### config.mk
export PLATFORM = sky130hd
export DESIGN_NAME = react_timer_ctrl
export DESIGN_NICKNAME = d
export VERILOG_FILES = /design/src/rtl/react_pkg.sv /design/src/rtl/lfsr16.sv /design/src/rtl/react_timer_ctrl.sv
export SDC_FILE = /design/constraint.sdc
export NUM_CORES = 1
export LEC_CHECK = 0
export CAP_MARGIN = 20
export CORE_MARGIN = 5
export CORE_UTILIZATION = 54
export DETAILED_ROUTE_END_ITERATION = 8
export PLACE_DENSITY = 0.73
export REMOVE_ABC_BUFFERS = 1
export SKIP_CTS_REPAIR_TIMING = 1
export SYNTH_ARGS = -nofsm -noshare
export SYNTH_HDL_FRONTEND = slang
export SYNTH_SLANG_ARGS = --single-unit
### constraint.sdc
create_clock -name clk -period 2.4 [get_ports clk]
set_clock_uncertainty 0.15 [all_clocks]
set_input_delay 0.36 -clock clk [delete_from_list [all_inputs] [get_ports clk]]
set_output_delay 0.36 -clock clk [all_outputs]
set_load 0.1 [all_outputs]
### src/rtl/react_pkg.sv
// Shared definitions for the reaction-timer controller: sequencer codes,
// controller states and the LFSR constants.
package react_pkg;

  typedef enum logic [2:0] {
    MS_IDLE     = 3'd0,
    MS_WAIT     = 3'd1,
    MS_CLR_CNT1 = 3'd2,
    MS_START    = 3'd3,
    MS_STORAGE  = 3'd4,
    MS_CLR_CNT2 = 3'd5,
    MS_AVERAGE  = 3'd6,
    MS_COMPARE  = 3'd7
  } machine_state_t;

  typedef enum logic [2:0] {
    C_IDLE   = 3'd0,
    C_DELAY  = 3'd1,
    C_CLEAR  = 3'd2,
    C_TIMING = 3'd3,
    C_DONE   = 3'd4
  } ctrl_state_t;

  // Right-shifting Fibonacci form of x^16+x^14+x^13+x^11+1: feedback from bits 0,2,3,5
  localparam logic [15:0] LFSR_SEED = 16'hACE1;
  localparam logic [15:0] LFSR_TAPS = 16'h002D;

  function automatic logic [15:0] lfsr_next(input logic [15:0] cur);
    return {^(cur & LFSR_TAPS), cur[15:1]};
  endfunction

endpackage

### src/rtl/lfsr16.sv
// Free-running 16-bit Fibonacci LFSR; exposes its low OUT_W bits as the random value.
module lfsr16
  import react_pkg::*;
#(
  parameter int OUT_W = 16
) (
  input  logic             clk,
  input  logic             rst,
  output logic [OUT_W-1:0] rnd
);

  logic [15:0] state;

  always_ff @(posedge clk) begin
    if (rst) begin
      state <= LFSR_SEED;
    end else begin
      state <= lfsr_next(state);
    end
  end

  assign rnd = state[OUT_W-1:0];

endmodule

### src/rtl/react_timer_ctrl.sv
// Reaction-timer controller: random pre-start delay, millisecond reaction
// timing with saturation, and clear handling driven by the test sequencer.
module react_timer_ctrl
  import react_pkg::*;
#(
  parameter int CLK_PER_MS   = 50000,
  parameter int DELAY_MIN_MS = 1000,
  parameter int MAX_MS       = 999
) (
  input  logic       clk,
  input  logic       rst,
  input  logic [2:0] machine_state,
  output logic       signal_start,
  output logic       signal_overflow,
  output logic       signal_cleared,
  output logic [9:0] react_time,
  output logic       go_led
);

  localparam int PW = (CLK_PER_MS > 1) ? $clog2(CLK_PER_MS) : 1;
  localparam logic [PW-1:0] PRE_TERM  = PW'(CLK_PER_MS - 1);
  localparam logic [9:0]    MAX_T     = 10'(MAX_MS);
  localparam logic [11:0]   DELAY_MIN = 12'(DELAY_MIN_MS);

  machine_state_t ms;
  machine_state_t done_tag;
  ctrl_state_t    state;
  logic [PW-1:0]  prescaler;
  logic           ms_tick;
  logic [11:0]    delay_cnt;
  logic [10:0]    rnd;

  assign ms      = machine_state_t'(machine_state);
  assign ms_tick = (prescaler == PRE_TERM);

  lfsr16 #(.OUT_W(11)) u_lfsr (
    .clk (clk),
    .rst (rst),
    .rnd (rnd)
  );

  // Leaving the current activity always wins over a same-cycle tick, so the
  // exit checks come before any tick handling in DELAY and TIMING.
  always_ff @(posedge clk) begin
    if (rst) begin
      state           <= C_IDLE;
      done_tag        <= MS_IDLE;
      prescaler       <= '0;
      delay_cnt       <= '0;
      react_time      <= '0;
      signal_start    <= 1'b0;
      signal_overflow <= 1'b0;
      signal_cleared  <= 1'b0;
      go_led          <= 1'b0;
    end else begin
      signal_start    <= 1'b0;
      signal_overflow <= 1'b0;
      signal_cleared  <= 1'b0;
      prescaler       <= ms_tick ? '0 : prescaler + PW'(1);

      if (ms == MS_IDLE) begin
        state      <= C_IDLE;
        react_time <= '0;
        go_led     <= 1'b0;
      end else begin
        case (state)
          C_IDLE: begin
            case (ms)
              MS_WAIT: begin
                state     <= C_DELAY;
                delay_cnt <= DELAY_MIN + {1'b0, rnd};
                prescaler <= '0;
              end
              MS_START: begin
                state     <= C_TIMING;
                go_led    <= 1'b1;
                prescaler <= '0;
              end
              MS_CLR_CNT1, MS_CLR_CNT2: begin
                state          <= C_CLEAR;
                done_tag       <= ms;
                react_time     <= '0;
                signal_cleared <= 1'b1;
              end
              default: state <= C_IDLE;
            endcase
          end

          C_DELAY: begin
            if (ms != MS_WAIT) begin
              state <= C_IDLE;
            end else if (ms_tick) begin
              if (delay_cnt == 12'd1) begin
                signal_start <= 1'b1;
                state        <= C_DONE;
                done_tag     <= MS_WAIT;
                delay_cnt    <= '0;
              end else begin
                delay_cnt <= delay_cnt - 12'd1;
              end
            end
          end

          C_CLEAR: state <= C_DONE;

          C_TIMING: begin
            if (ms != MS_START) begin
              state  <= C_IDLE;
              go_led <= 1'b0;
            end else if (ms_tick) begin
              if (react_time >= MAX_T - 10'd1) begin
                react_time      <= MAX_T;
                signal_overflow <= 1'b1;
                state           <= C_DONE;
                done_tag        <= MS_START;
                go_led          <= 1'b0;
              end else begin
                react_time <= react_time + 10'd1;
              end
            end
          end

          C_DONE: begin
            if (ms != done_tag) state <= C_IDLE;
          end

          default: state <= C_IDLE;
        endcase
      end
    end
  end

endmodule
==> Yosys cells after proc, flatten, opt, wreduce, memory -nomap -nowiden <==
Index checks and enable logic that the tools add are counted.
{ "totals": {"in_bits": 5, "reg_bits": 64} }
{ "classes": {"mux": 39, "n_eq_ne": 27, "n_reduce_logical": 17, "n_bitwise": 5, "n_addsub": 4, "order_cmp": 1} }
{ "ops": {"columns": ["cell", "n"], "rows": [
  ["16-bit two-way mux", 4],
  ["12-bit two-way mux", 4],
  ["3-bit two-way mux", 14],
  ["10-bit two-way mux", 4],
  ["12-bit one-hot mux with 2 select lines", 1],
  ["10-bit one-hot mux with 2 select lines", 1],
  ["16-bit by 1-bit adder with 16-bit output (second input constant)", 1],
  ["16-bit == test (second input constant)", 1],
  ["16-bit parity", 1],
  ["3-bit one-hot mux with 5 select lines", 1],
  ["2-bit != test (second input constant)", 7],
  ["10-bit by 11-bit adder with 12-bit output (first input constant)", 1],
  ["12-bit by 1-bit == test with 1-bit output (second input constant)", 1],
  ["3-bit by 2-bit == test with 1-bit output (second input constant)", 4],
  ["3-bit != test (second input constant)", 4],
  ["12-bit by 1-bit subtractor with 12-bit output (second input constant)", 1],
  ["10-bit by 1-bit adder with 10-bit output (second input constant)", 1],
  ["10-bit >= comparator (second input constant)", 1],
  ["5-bit AND reduction", 2],
  ["5-bit OR reduction", 2],
  ["3-bit one-hot mux with 3 select lines", 1],
  ["9-bit AND reduction", 1],
  ["4-bit AND reduction", 2],
  ["1-bit two-way mux", 7],
  ["other kinds (14)", 26]
]} }

==> Logic depth before layout (Yosys ltp) <==
{ "depth": {"word_depth": 5, "mapped_depth": 8, "depth_no_buf": 7} }

==> By module <==
Synthesis repeated with hierarchy kept, for this count alone.
{ "unflattened": {"cells_unflattened": 408, "area_unflattened_um2": 3438.3} }
{ "modules_own_cells": {"columns": ["module", "cells_per_inst", "area_each_um2", "n_inst"], "rows": [
  ["react_timer_ctrl", 361, 2897.8, 1],
  ["lfsr16", 47, 540.5, 1]
]} }

==> Worst setup path before layout <==
OpenSTA, ideal clock, no wires.
{ "synth_timing": {"path_kind": "flip-flop to flip-flop", "start": "register react_time[1]", "end": "register done_tag[2]", "arrival_ns": 2.627, "slack_ns": -0.512, "path_stages_with_launch": 7, "path_buffers": 0, "cell_sequence": "dfxtp_1 > ha_1 > o21ai_0 > a211oi_1 > a31oi_1 > o311ai_0 > o41ai_1"} }
{ "synth_via": {"elab_chain_len": 3} }
{ "synth_lines": {"columns": ["element", "line_no", "rtl"], "rows": [
  ["start: declaration", "react_timer_ctrl.sv:16", "output logic [9:0] react_time,"],
  ["start signal: assignment", "react_timer_ctrl.sv:118", "react_time <= react_time + 10'd1;"],
  ["10-bit >= comparator", "react_timer_ctrl.sv:111", "if (react_time >= MAX_T - 10'd1) begin"],
  ["2-bit != test (no source line)", null, null],
  ["9-bit AND reduction (no source line)", null, null],
  ["end signal: assignment", "react_timer_ctrl.sv:81", "done_tag <= ms;"],
  ["end: declaration", "react_timer_ctrl.sv:26", "machine_state_t done_tag;"]
]} }
No other way between the ends.
A chain may end at the register's enable or synchronous reset.

==> Worst setup path after layout <==
{ "layout_timing": {"start": "register prescaler[5]", "end": "register react_time[6]"} }
{ "layout_via": {"elab_chain_len": 3} }
{ "layout_lines": {"columns": ["element", "line_no", "rtl"], "rows": [
  ["start: declaration", "react_timer_ctrl.sv:28", "logic [PW-1:0] prescaler;"],
  ["start signal: assignment", "react_timer_ctrl.sv:59", "prescaler <= ms_tick ? '0 : prescaler + PW'(1);"],
  ["16-bit == test", "react_timer_ctrl.sv:34", "assign ms_tick = (prescaler == PRE_TERM);"],
  ["2-bit != test (no source line)", null, null],
  ["4-bit AND reduction (no source line)", null, null]
]} }
No other way between the ends.

==> metrics.log <==
INFO  metric final.setup.tns = 0 ps
INFO  metric finish.utilization = 69.6%
INFO  metric layout_common_cells = dfxtp_1, buf_4, nor2_1, nand2_1, xor2_1
INFO  metric worst_hold_startpoint = u_lfsr.state[14]
INFO  metric worst_case_setup_slack_after_placement = -269 ps
INFO  metric min_period = 2400 ps
INFO  metric yosys.cell_types.count = 58
INFO  metric r2r_start = prescaler[5]
INFO  metric critPathCaptureType = flop
INFO  metric cp_cell_sequence = or4_4 > or4_4 > o31a_1 > buf_6 > o221a_2
INFO  metric final.period_utilization = 99.8%
INFO  metric core-area = 0.00596 sq mm
INFO  metric grt_start_max_net_pins = 30
INFO  metric setup.reg_to_reg.worst_slack = 4 ps
INFO  metric diodes = 0
INFO  metric place.port_buffers = 18
INFO  metric dieHeight = 88.3 um
INFO  metric synth-edff-count = 0
INFO  metric drt-initial-drc-count = 159
INFO  metric max-clock-path-buffers = 2
INFO  metric timing.hold.worst.class = flop to flop
INFO  metric hold_slack = 267 ps
INFO  metric synth-main-ff-cell = dfxtp_1
INFO  metric wirelength = 8410 um
INFO  metric cts_tree = built
INFO  metric yosys_warnings = 0
INFO  metric tightest_slew = 636 ps
INFO  metric cell_chosen_for_the_clock_root = clkbuf_8
INFO  metric rsz_0062_raised_after_global_routing = true
INFO  metric final-max-slew-violation-count = 0
INFO  metric regToRegEndpoint = react_time[6]
INFO  metric numCtsBuffers = 9
INFO  metric setup-violations-final = 0
INFO  metric worstSkewPairLatency = 350 ps
INFO  metric worst_ep_required_time = 2490 ps
INFO  metric critical_path.max_stage_delay = 550 ps
INFO  metric dpl-instance-area = 0.00383 sq mm
INFO  metric drtAntennaViolNets = 0
INFO  metric min_delay_path_depth = 1
INFO  metric critical_path_buf_inv_count = 1
INFO  metric final_net_count = 458
INFO  metric num_rows = 28
INFO  metric post_route_design_area = 0.00415 sq mm
INFO  metric max_clock_freq = 417 MHz
INFO  metric critical_path.top_delay_family = simple AND/OR/NAND/NOR gates
INFO  metric post_route_setup_slack = 3.75 ps
INFO  metric synth.yosys.seq_area_share = 38.7%
INFO  metric vias_per_cell = 6.05
INFO  metric avgSynthCellArea = 8.54 sq um
INFO  metric startpoint_type = flop
INFO  metric io_pins = 19
INFO  metric final-hold-violation-count = 0
INFO  metric critPathKind = flop to flop
INFO  metric grt_use_total = 22.4%
INFO  metric crit_path_max_fanout = 7
INFO  metric run_status = complete, no violations
INFO  metric async_flop_share = 0%
INFO  metric drt_drc_violations_left = 0
INFO  metric clkSlewWorstSetupHoldPaths = 70 ps
INFO  metric fraction_of_final_layout_cells_with_drive_strength_greater_than_1 = 26.4%
INFO  metric routabilityCongestion = 0.853
INFO  metric route.detailed.wl_per_inst = 16.0 um
INFO  metric crit_path_frequent_cell = or4_4
INFO  metric ir_drop = 0.000544 V
INFO  metric floorplan.die_area = 0.00780 sq mm
INFO  metric sequential_cell_area = 0.00128 sq mm
INFO  metric chipWidth = 88.3 um
INFO  metric postSynthRegisterBits = 64
INFO  metric vias_in_the_first_global_route = 2902
INFO  metric slowest_stage = or4_4
INFO  metric antenna_violations_before_repair = 0
INFO  metric hpwl = 5910 um
INFO  metric power.density_cell_area = 607 mW/mm^2
INFO  metric power_leakage = 1.61 nW
INFO  metric worst-endpoint-arrival = 2490 ps
INFO  metric dr.pass1.iters = 5
INFO  metric cap_viol_max_count = 0
INFO  metric ff2ff_path_depth = 5
INFO  metric hold_end = u_lfsr.state[13]
INFO  metric initial_core_util = 55.7%
INFO  metric clkSinkCount = 64
INFO  metric area.growth.synth_to_final = 25.1%
INFO  metric globalRouteOverflowTotal = 0
INFO  metric filler_cell_count = 486
INFO  metric max_slew_margin_vs_limit = 57.4%
INFO  metric htree_num_levels = 3
INFO  metric synthesis.instances = 388
INFO  metric post_synthesis_cell_area = 0.00331 sq mm
INFO  metric multiInputGateArea = 0.00198 sq mm
INFO  metric via_count = 3176
INFO  metric wire_length_of_the_first_global_routing_pass = 13800 um
[report_power, final]
group / switching, mW / total (mW) / leakage [nW] / internal, mW
registers: 0.0409 / 1.15 / 0.522 / 1.11
clock network: 0.413 / 0.936 / 0.0973 / 0.523
logic: 0.249 / 0.432 / 0.991 / 0.183
total: 0.703 / 2.52 / 1.61 / 1.81
[layout make-up]
class                      instances  area share (%)
multi-input combinational        289            47.7
sequential                        64            30.9
inverter                          12            1.09
timing repair buffer              71            13.4
clock buffer                      11            3.65
clock inverter                     3            1.03
tap                               75            2.26
[worst max path at each step]
stage                                start       endpoint  slack [ps]  depth (start not counted)
after floorplan              react_time[1]    done_tag[2]        -520                          6
after global placement    machine_state[0]   delay_cnt[0]        -110                          7
after detailed placement  machine_state[0]   delay_cnt[1]        -270                          7
after CTS                     prescaler[0]   delay_cnt[1]        -120                          7
after global routing          prescaler[5]  react_time[6]         -60                          5
final                         prescaler[5]  react_time[6]           4                          5
[flip-flops by register name (all words and copies together), names as in the netlist]
signal           flops
prescaler           16
u_lfsr.state        16
delay_cnt           12
react_time          10
done_tag             3
state                3
go_led               1
signal_cleared       1
signal_overflow      1
signal_start         1
[cells in the mapped netlist (9+ instances only)]
| master | count | area [sq um] |
|---|---|---|
| clkbuf_1 | 19 | 71.3 |
| nor3_1 | 17 | 85.1 |
| nor2_1 | 34 | 128 |
| xor2_1 | 17 | 149 |
| nand3_1 | 15 | 75.1 |
| nand2_1 | 29 | 109 |
| inv_1 | 12 | 45.0 |
| a21oi_1 | 17 | 85.1 |
| a211oi_1 | 15 | 113 |
| dfxtp_1 | 64 | 1280 |
| or2_2 | 9 | 56.3 |
| o21ai_0 | 13 | 65.1 |
| nor2b_1 | 11 | 68.8 |
[cell families (layout without fill, tap and decap cells)]
logic type | after synthesis | in the layout | synth area share (%)
DFF | 64 | 64 | 38.7
AOI/OAI and AO/OA | 95 | 95 | 21.0
xor gates and xnor gates | 25 | 25 | 6.61
muxes | 2 | 2 | 0.604
and+or+nand+nor | 161 | 161 | 26.5
adders and majority gates | 6 | 6 | 2.26
buffers and inverters | 35 | 97 | 4.45
[routing by layer]
layer / up-vias / global-route usage [%] / part of all wire (%)
li1: 1560 / - / -
met1: 1493 / 30.1 / 46
met2: 104 / 35.4 / 46
met3: 19 / 4.19 / 5.6
met4: 0 / 9.48 / 2.2
met5: - / 0 / 0
[worst reg2reg max path: cells and delay by family (launching register included)]
family                 cells  cell delay (ps)
AOI/OAI and AO/OA          2              690
buffers and inverters      1              160
DFF                        1              310
and+or+nand+nor            2              990
[metrics by stage]
step	power [mW]	instances
after detailed placement	1.57	508
after global routing	2.63	525
after floorplan	1.41	365
after CTS	2.50	522
after global placement	1.56	508
final	2.52	525
No activity file was read; power rests on OpenSTA's default activity.
